`src/rtl/issue_scoreboard.sv`:
```
// Register-write scoreboard: per-register pending counters gate issue; flush drains outstanding writes before resuming.
// Optional SCOREBOARD_WB_BYPASS_EN lets a same-cycle writeback clear a single-pending RAW hazard.
module issue_scoreboard (
  input  logic        clk,
  input  logic        rst,
  input  logic        issue_valid,
  input  logic [4:0]  issue_rs1,
  input  logic [4:0]  issue_rs2,
  input  logic        issue_use_rs1,
  input  logic        issue_use_rs2,
  input  logic [4:0]  issue_rd,
  input  logic        issue_rd_w,
  input  logic        stall_in,
  input  logic        wb_valid,
  input  logic [4:0]  wb_rd,
  input  logic        flush,
  output logic        issue_ready,
  output logic [31:0] busy,
  output logic [3:0]  inflight_cnt,
  output logic        wb_err
);

  typedef enum logic {RUN, DRAIN} state_t;

  state_t      state;
  logic [1:0]  cnt [32];
  logic [3:0]  inflight;
  logic [3:0]  inflight_next;
  logic        haz1;
  logic        haz2;
  logic        rd_full;
  logic        fire;
  logic        inc;
  logic        dec;
  logic        wb_bad;
  logic [31:0] inc_vec;
  logic [31:0] dec_vec;

  always_comb begin
    haz1 = issue_use_rs1 && (issue_rs1 != 5'd0) && (cnt[issue_rs1] != 2'd0);
    haz2 = issue_use_rs2 && (issue_rs2 != 5'd0) && (cnt[issue_rs2] != 2'd0);
`ifdef SCOREBOARD_WB_BYPASS_EN
    if (wb_valid && (wb_rd == issue_rs1) && (cnt[issue_rs1] == 2'd1)) haz1 = 1'b0;
    if (wb_valid && (wb_rd == issue_rs2) && (cnt[issue_rs2] == 2'd1)) haz2 = 1'b0;
`endif
  end

  assign rd_full     = issue_rd_w && (issue_rd != 5'd0) && (cnt[issue_rd] == 2'd3);
  assign issue_ready = (state == RUN) && !haz1 && !haz2 && (inflight != 4'd15) && !rd_full;
  assign fire        = issue_valid && issue_ready && !stall_in && !flush;
  assign inc         = fire && issue_rd_w && (issue_rd != 5'd0);
  assign dec         = wb_valid && (wb_rd != 5'd0) && (cnt[wb_rd] != 2'd0);
  assign wb_bad      = wb_valid && (wb_rd != 5'd0) && (cnt[wb_rd] == 2'd0);
  assign inc_vec     = inc ? (32'd1 << issue_rd) : 32'd0;
  assign dec_vec     = dec ? (32'd1 << wb_rd) : 32'd0;

  always_comb begin
    inflight_next = inflight;
    if (inc && !dec) inflight_next = inflight + 4'd1;
    if (dec && !inc) inflight_next = inflight - 4'd1;
  end

  always_ff @(posedge clk or posedge rst) begin
    if (rst) begin
      for (int i = 0; i < 32; i++) cnt[i] <= 2'd0;
      inflight <= 4'd0;
      wb_err   <= 1'b0;
      state    <= RUN;
    end else begin
      // Same-register issue and writeback cancel out.
      for (int i = 0; i < 32; i++) begin
        if (inc_vec[i] && !dec_vec[i])      cnt[i] <= cnt[i] + 2'd1;
        else if (dec_vec[i] && !inc_vec[i]) cnt[i] <= cnt[i] - 2'd1;
      end
      inflight <= inflight_next;
      if (wb_bad) wb_err <= 1'b1;
      case (state)
        RUN:     if (flush) state <= DRAIN;
        DRAIN:   if (!flush && (inflight_next == 4'd0)) state <= RUN;
        default: state <= RUN;
      endcase
    end
  end

  always_comb begin
    for (int i = 0; i < 32; i++) busy[i] = (cnt[i] != 2'd0);
    busy[0] = 1'b0;
  end

  assign inflight_cnt = inflight;

endmodule

```
`config.mk`:
```
export PLATFORM = sky130hd
export DESIGN_NAME = issue_scoreboard
export DESIGN_NICKNAME = d
export VERILOG_FILES = /design/src/rtl/issue_scoreboard.sv
export SDC_FILE = /design/constraint.sdc
export NUM_CORES = 1
export LEC_CHECK = 0
export CORE_MARGIN = 2
export CORE_UTILIZATION = 40
export DETAILED_ROUTE_END_ITERATION = 8
export PLACE_DENSITY = 0.61
export SYNTH_ARGS = -nofsm -noshare
export SYNTH_HDL_FRONTEND = slang
export SYNTH_SLANG_ARGS = --single-unit
```
`constraint.sdc`:
```
create_clock -name clk -period 3.9 [get_ports clk]
set_input_delay 0.78 -clock clk [delete_from_list [all_inputs] [get_ports clk]]
set_output_delay 0.78 -clock clk [all_outputs]
set_load 0.02 [all_outputs]
```
### Word-level counts from Yosys, hierarchy flattened

Cells that the tools add are included.

| storage, ports and cells | value |
|---|---|
| register bits | 70 |
| latch bits | 0 |
| RAM bits | 0 |
| memory bits (read-only) | 0 |
| input bits | 29 |
| word-level logic and storage cells | 425 |
| memories | 0 |

| cells by class | value |
|---|---|
| $add $sub $neg | 66 |
| $mul | 0 |
| divide/modulo/power cells | 0 |
| order comparisons | 4 |
| equality and inequality tests | 2 |
| shifts and indexed selects | 2 |
| multiplexer cells | 83 |
| bitwise logic cells | 5 |
| reductions and logical operators | 228 |

Operators with widths:

| cell | count |
|---|---|
| $mux W2 | 72 |
| $reduce_bool A2 Y1 | 66 |
| $logic_and A1 B1 Y1 | 85 |
| $logic_not A1 Y1 | 71 |
| $add A2 B1 Y2 const B | 32 |
| $mux W32 | 2 |
| $shl A1 B5 Y32 const A | 2 |
| $sub A2 B1 Y2 const B | 32 |
| $bmux W2 S5 | 4 |
| $ge A6 B6 Y1 const B | 4 |
| $not A5 Y6 | 4 |
| $reduce_bool A5 Y1 | 4 |
| $mux W4 | 2 |
| $add A4 B1 Y4 const B | 1 |
| $logic_not A4 Y1 | 1 |
| $ne A4 B4 Y1 const B | 1 |
| $sub A4 B1 Y4 const B | 1 |
| $eq A2 B2 Y1 const B | 1 |
| $logic_not A2 Y1 | 1 |
| $mux W1 | 2 |
| $pmux W1 S2 | 1 |
| $not A1 Y1 | 1 |

### Longest topological paths before layout

| logic depth | value |
|---|---|
| depth after elaboration | 23 |
| mapped depth | 15 |
| depth with buffers taken out | 14 |

### Worst setup path after synthesis

No wires, ideal clock.

| path | value |
|---|---|
| path kind | input-to-reg |
| start | in wb_rd[1] |
| end | reg cnt[41] (netlist name) |
| setup time | 0.079 ns |
| data arrival time | 3.491 ns |
| data required time | 3.821 ns |
| setup slack | 0.330 ns |
| stages on the path | 12 |
| path buffers | 1 |
| path through | buf_6 > mux4_1 > mux2_2 > a21bo_1 > a211oi_4 > inv_2 > nor4b_1 > nand2_1 > ha_1 > xor2_1 > nor2_1 > xor2_1 |

| on the way | value |
|---|---|
| word-level cells in the longest chain between the ends | 10 |
| elaborated cells between the ends (all ways) | 15 |
| classes of those cells | 1 x shift; 5 x mux; 1 x bitwise; 8 x reduce/logical |

Ends and longest elaborated chain:

| element | RTL line | text |
|---|---|---|
| start, declared | 15 | `input logic [4:0] wb_rd,` |
| $not A5 Y6 (not written as such) | 52 | `assign dec = wb_valid && (wb_rd != 5'd0) && (cnt[wb_rd] != 2'd0);` |
| $bmux W2 S5 | 52 |  |
| $mux W2 (not written as such) (2 in series) | 52 |  |
| $reduce_bool A2 Y1 | 52 |  |
| $logic_and A1 B1 Y1 | 52 |  |
| $mux W32 * | 55 | `assign dec_vec = dec ? (32'd1 << wb_rd) : 32'd0;` |
| $logic_not A1 Y1 | 72 | `if (inc_vec[i] && !dec_vec[i]) cnt[i] <= cnt[i] + 2'd1;` |
| $logic_and A1 B1 Y1 | 72 |  |
| $mux W2 / $reduce_bool A2 Y1 (equally long branches) | -- |  |
| end signal, assigned by index | 72 |  |
| end signal, assigned by index | 73 | `else if (dec_vec[i] && !inc_vec[i]) cnt[i] <= cnt[i] - 2'd1;` |
| end, declared | 26 | `logic [1:0] cnt [32];` |

Mark *: on every way between the ends. The rest lies on a longest branch, timed or not. The select of a mux whose other input is x is not followed.
A chain may end at the register's enable or synchronous reset.

### Final worst setup path

| path | value |
|---|---|
| start | in issue_rs1[2] |
| end | out issue_ready |

| on the way | value |
|---|---|
| word-level cells in the longest chain between the ends | 11 |
| elaborated cells between the ends (all ways) | 13 |
| classes of those cells | 3 x mux; 1 x bitwise; 9 x reduce/logical |

Ends and longest elaborated chain:

| element | RTL line | text |
|---|---|---|
| start, declared | 7 | `input logic [4:0] issue_rs1,` |
| $not A5 Y6 (not written as such) | 40 | `haz1 = issue_use_rs1 && (issue_rs1 != 5'd0) && (cnt[issue_rs1] != 2'd0);` |
| $bmux W2 S5 | 40 |  |
| $mux W2 (not written as such) (2 in series) | 40 |  |
| $reduce_bool A2 Y1 | 40 |  |
| $logic_and A1 B1 Y1 * | 40 |  |
| $logic_not A1 Y1 * | 49 | `assign issue_ready = (state == RUN) && !haz1 && !haz2 && (inflight != 4'd15) && !rd_full;` |
| $logic_and A1 B1 Y1 * (4 in series) | 49 |  |
| end, declared | 17 | `output logic issue_ready,` |

Marked as above.

==> reports/qor.csv <==
stage,metric,value,unit
status,status,finished clean,
power_and_ir_drop,switching_share,43.1,%
power_and_ir_drop,p_int,2.66,mW
synthesis,syn_inst,607,
cts,cts_buffers,9,
floorplan,core,13200,sq um
setup_path,required,3.12,ns
drt,num_vias,4978,
cts,htreeDepth,3,
cts,cts_hold_buf,0,
final_layout,drive_gt1_share,16.8,%
final_layout,fin_cells,898,
grt,grt_max_degree,39,
sta,max_freq,267,MHz
power_and_ir_drop,clock_power_share,16.4,%
grt,grt-ovfl-total,0,
drt,drt_first_iter_violations,395,
cts,clock_sinks,70,
cts,cts_tree,yes,
synthesis,synth_most_common_cell,nor2_1,
cts,clk_pin_slew,0.05,ns
drt,wl_per_cell,20.0,microns
sta,skew,0.00226,ns
drt,drt-vias-per-instance,5.54,
placement,dp_cells,883,
setup_path,cp-end-kind,primary output,
floorplan,row_count,42,
placement,port_buffers,65,
synthesis,synth.area.top_cells,"dfrtp_1 (32%), xor2_1 (10%), ha_1 (7.8%), nor2_1 (5.9%), xnor2_1 (5.6%)",
setup_path,reg2reg_depth,13,
drt,first_pass_iters,5,
setup_path,crit_arrival,2.96,ns
power_and_ir_drop,cellPowerDensity,661,nW/um^2
sta,maxSlewHeadroom,48.7,%
power_and_ir_drop,seqPwrFrac,32.2,%
power_and_ir_drop,p_sw,2.02,mW
placement,place_hpwl,13.9,mm
sta,min_period,3.74,ns
cts,clock-root-buffer,clkbuf_16,
worst_hold_path,hp-class,register to register,
synthesis,ys_types,62,
setup_path,path_max_fanout,14,
drt,wirelength,17.9,mm
cts,clkLatencyLatePin,0.34,ns
power_and_ir_drop,combinationalPowerShare,51.4,%
sta,rsz0062_at_grt,no,
sta,drv_slew,0,
synthesis,syn_area,5440,sq um
grt,track_usage,25.9,%
synthesis,yosys_warnings,0,
power_and_ir_drop,irDropWorstVdd,0.267,mV
final_layout,seqCellArea,1750,sq um
synthesis,synthArstFlopShare,100,%
grt,grt_pass1_vias,5113,
drt,drc_errors,0,
sta,setup_violations,0,
floorplan,start_util,41.1,%
synthesis,synth_area_per_cell,8.96,sq um
final_layout,synthToLayoutAreaGrowth,30.1,%
power_and_ir_drop,p_leak,3.25,nW
floorplan,io-pin-count,67,
final_layout,nets,781,
grt,grt_pass1_wl,28.3,mm
final_layout,num_antenna_cells,0,
synthesis,synth_top_area_share,32.2,%
setup_path,criticalPathCategory,input port to primary output,
grt,antenna_found_initial,0,
final_layout,multi_input_area,3550,sq um
sta,hold-worst-slack,0.484,ns
synthesis,synth-main-ff-cell,dfrtp_1,
floorplan,die_width,121,microns
drt,postRouteAntennaNets,0,
placement,place_congestion,0.972,
power_and_ir_drop,p_total,4.68,mW
sta,fin_crit_sh,95.9,%
worst_hold_path,whs_path_depth,1,
synthesis,ys_seq_area_share,32.2,%
cts,cts_buffer_depth,2,
synthesis,synth_common_cells,"nor2_1 (86), dfrtp_1 (70), xor2_1 (65), nand2_1 (57), nor3_1 (38)",
sta,setup_tns,0,ns
sta,tightest_slew,0.769,ns
setup_path,start_kind,input port,
synthesis,synth-seq-cells,70,
synthesis,synth_edf_count,0,
floorplan,die-area,14600,sq um
sta,hold_violations,0,
synthesis,synth_top_area_cell,dfrtp_1,
final_layout,fill_cells,1234,
run,cap_violations,0,
floorplan,die_y,121,microns
cts,postCtsSetupBuffers,0,
[layout make-up]
type                            instances  area share, %
Inverter                               32           1.70
Clock buffer                           14           3.73
Timing Repair Buffer                  125           16.5
Multi-Input combinational cell        480           50.1
Sequential cell                        70           24.7
Clock inverter                          1         0.0707
Tap cell                              176           3.11
[worst max-delay path, cell delays in order]
cell             delay [ns]
clkdlybuf4s50_1        0.44
buf_12                 0.16
nor3_1                 0.23
a21oi_1                0.07
nor4b_1                0.26
a311oi_1               0.08
a211o_1                0.29
nor4_2                 0.24
buf_4                  0.15
clkdlybuf4s15_2        0.25
[state kept, by name (all words and copies together), names as in the netlist]
signal	count
cnt	64
inflight_cnt	4
state	1
wb_err	1
[kinds of logic after synthesis]
logic type,share of synthesized area [%]
buffers and inverters,4.51
AND/OR/NAND/NOR,23.2
AO/OA/AOI/OAI,7.93
multiplexers,7.73
adder cells (fa/ha/maj),8.23
XOR/XNOR,16.1
other,0.138
flip-flops,32.2
[repair_timing]
item	in CTS	in global routing
endpoints found under the hold margin	0	0
gates resized for setup	5	26
setup endpoints to repair	5	38
pin swaps	1	5
[power groups by stage]
stage	clock [mW]	sequential, mW	combinational (mW)
floorplan	0	1.42	1.38
global placement	0	1.49	2.33
detailed placement	0	1.51	2.36
CTS	0.775	1.50	2.37
global route	0.815	1.57	2.57
finish	0.767	1.51	2.41
[stage by stage]
step | utilization (%) | cell area [sq um] | worst slack (ns)
2_1_floorplan | - | 5450 | 0.330
4_1_cts | 52.6 | 6960 | 0.00180
3_3_place_gp | 50.5 | 6690 | -0.366
3_5_place_dp | 50.5 | 6690 | -0.356
5_1_grt | 53.5 | 7080 | 0.0162
6_report | 53.5 | 7080 | 0.161
[layout by cell type, fill, tap and decap left out, types with 4 or more instances in the layout]
| cell | instances |
|---|---|
| a21oi_1 | 17 |
| xor2_1 | 65 |
| inv_1 | 28 |
| nand2_1 | 57 |
| mux4_2 | 13 |
| ha_1 | 34 |
| or2_2 | 10 |
| buf_12 | 4 |
| buf_4 | 54 |
| nor2b_1 | 6 |
| nor2_1 | 86 |
| nor4b_1 | 4 |
| clkbuf_16 | 9 |
| nand4_1 | 5 |
| clkdlybuf4s50_1 | 58 |
| dfrtp_1 | 70 |
| nand3b_1 | 8 |
| nor3b_1 | 4 |
| dlymetal6s2s_1 | 5 |
| nand3_1 | 14 |
| nor3_1 | 38 |
| inv_2 | 4 |
| nand2b_1 | 4 |
| o21ai_0 | 9 |
| or2_1 | 7 |
| xnor2_1 | 35 |
[per-layer routing]
metal  vias up  part of all wire, %  wire length (microns)  global-route usage, %
met2       228                   47                   8350                   41.1
met5         -                    0                      0                      0
met1      2406                   43                   7620                   34.2
met3        39                  7.8                   1400                   6.13
met4         0                  3.1                    551                   10.3
li1       2305                    -                      -                      -
[path summary, 6_finish.rpt]
path / start / endpoint / slack [ns]
max: issue_rs1[2] / issue_ready / 0.16
min: wb_err$_DFFE_PP0P_ / wb_err$_DFFE_PP0P_ / 0.48
max reg2reg: cnt[2]$_DFFE_PP0P_ / cnt[35]$_DFFE_PP0P_ / 0.36
min reg2reg: wb_err$_DFFE_PP0P_ / wb_err$_DFFE_PP0P_ / 0.48
max in group asynchronous: rst / cnt[39]$_DFFE_PP0P_ / 2.35
min in group asynchronous: rst / cnt[7]$_DFFE_PP0P_ / 0.89
Power figures use the tool's default switching activity.
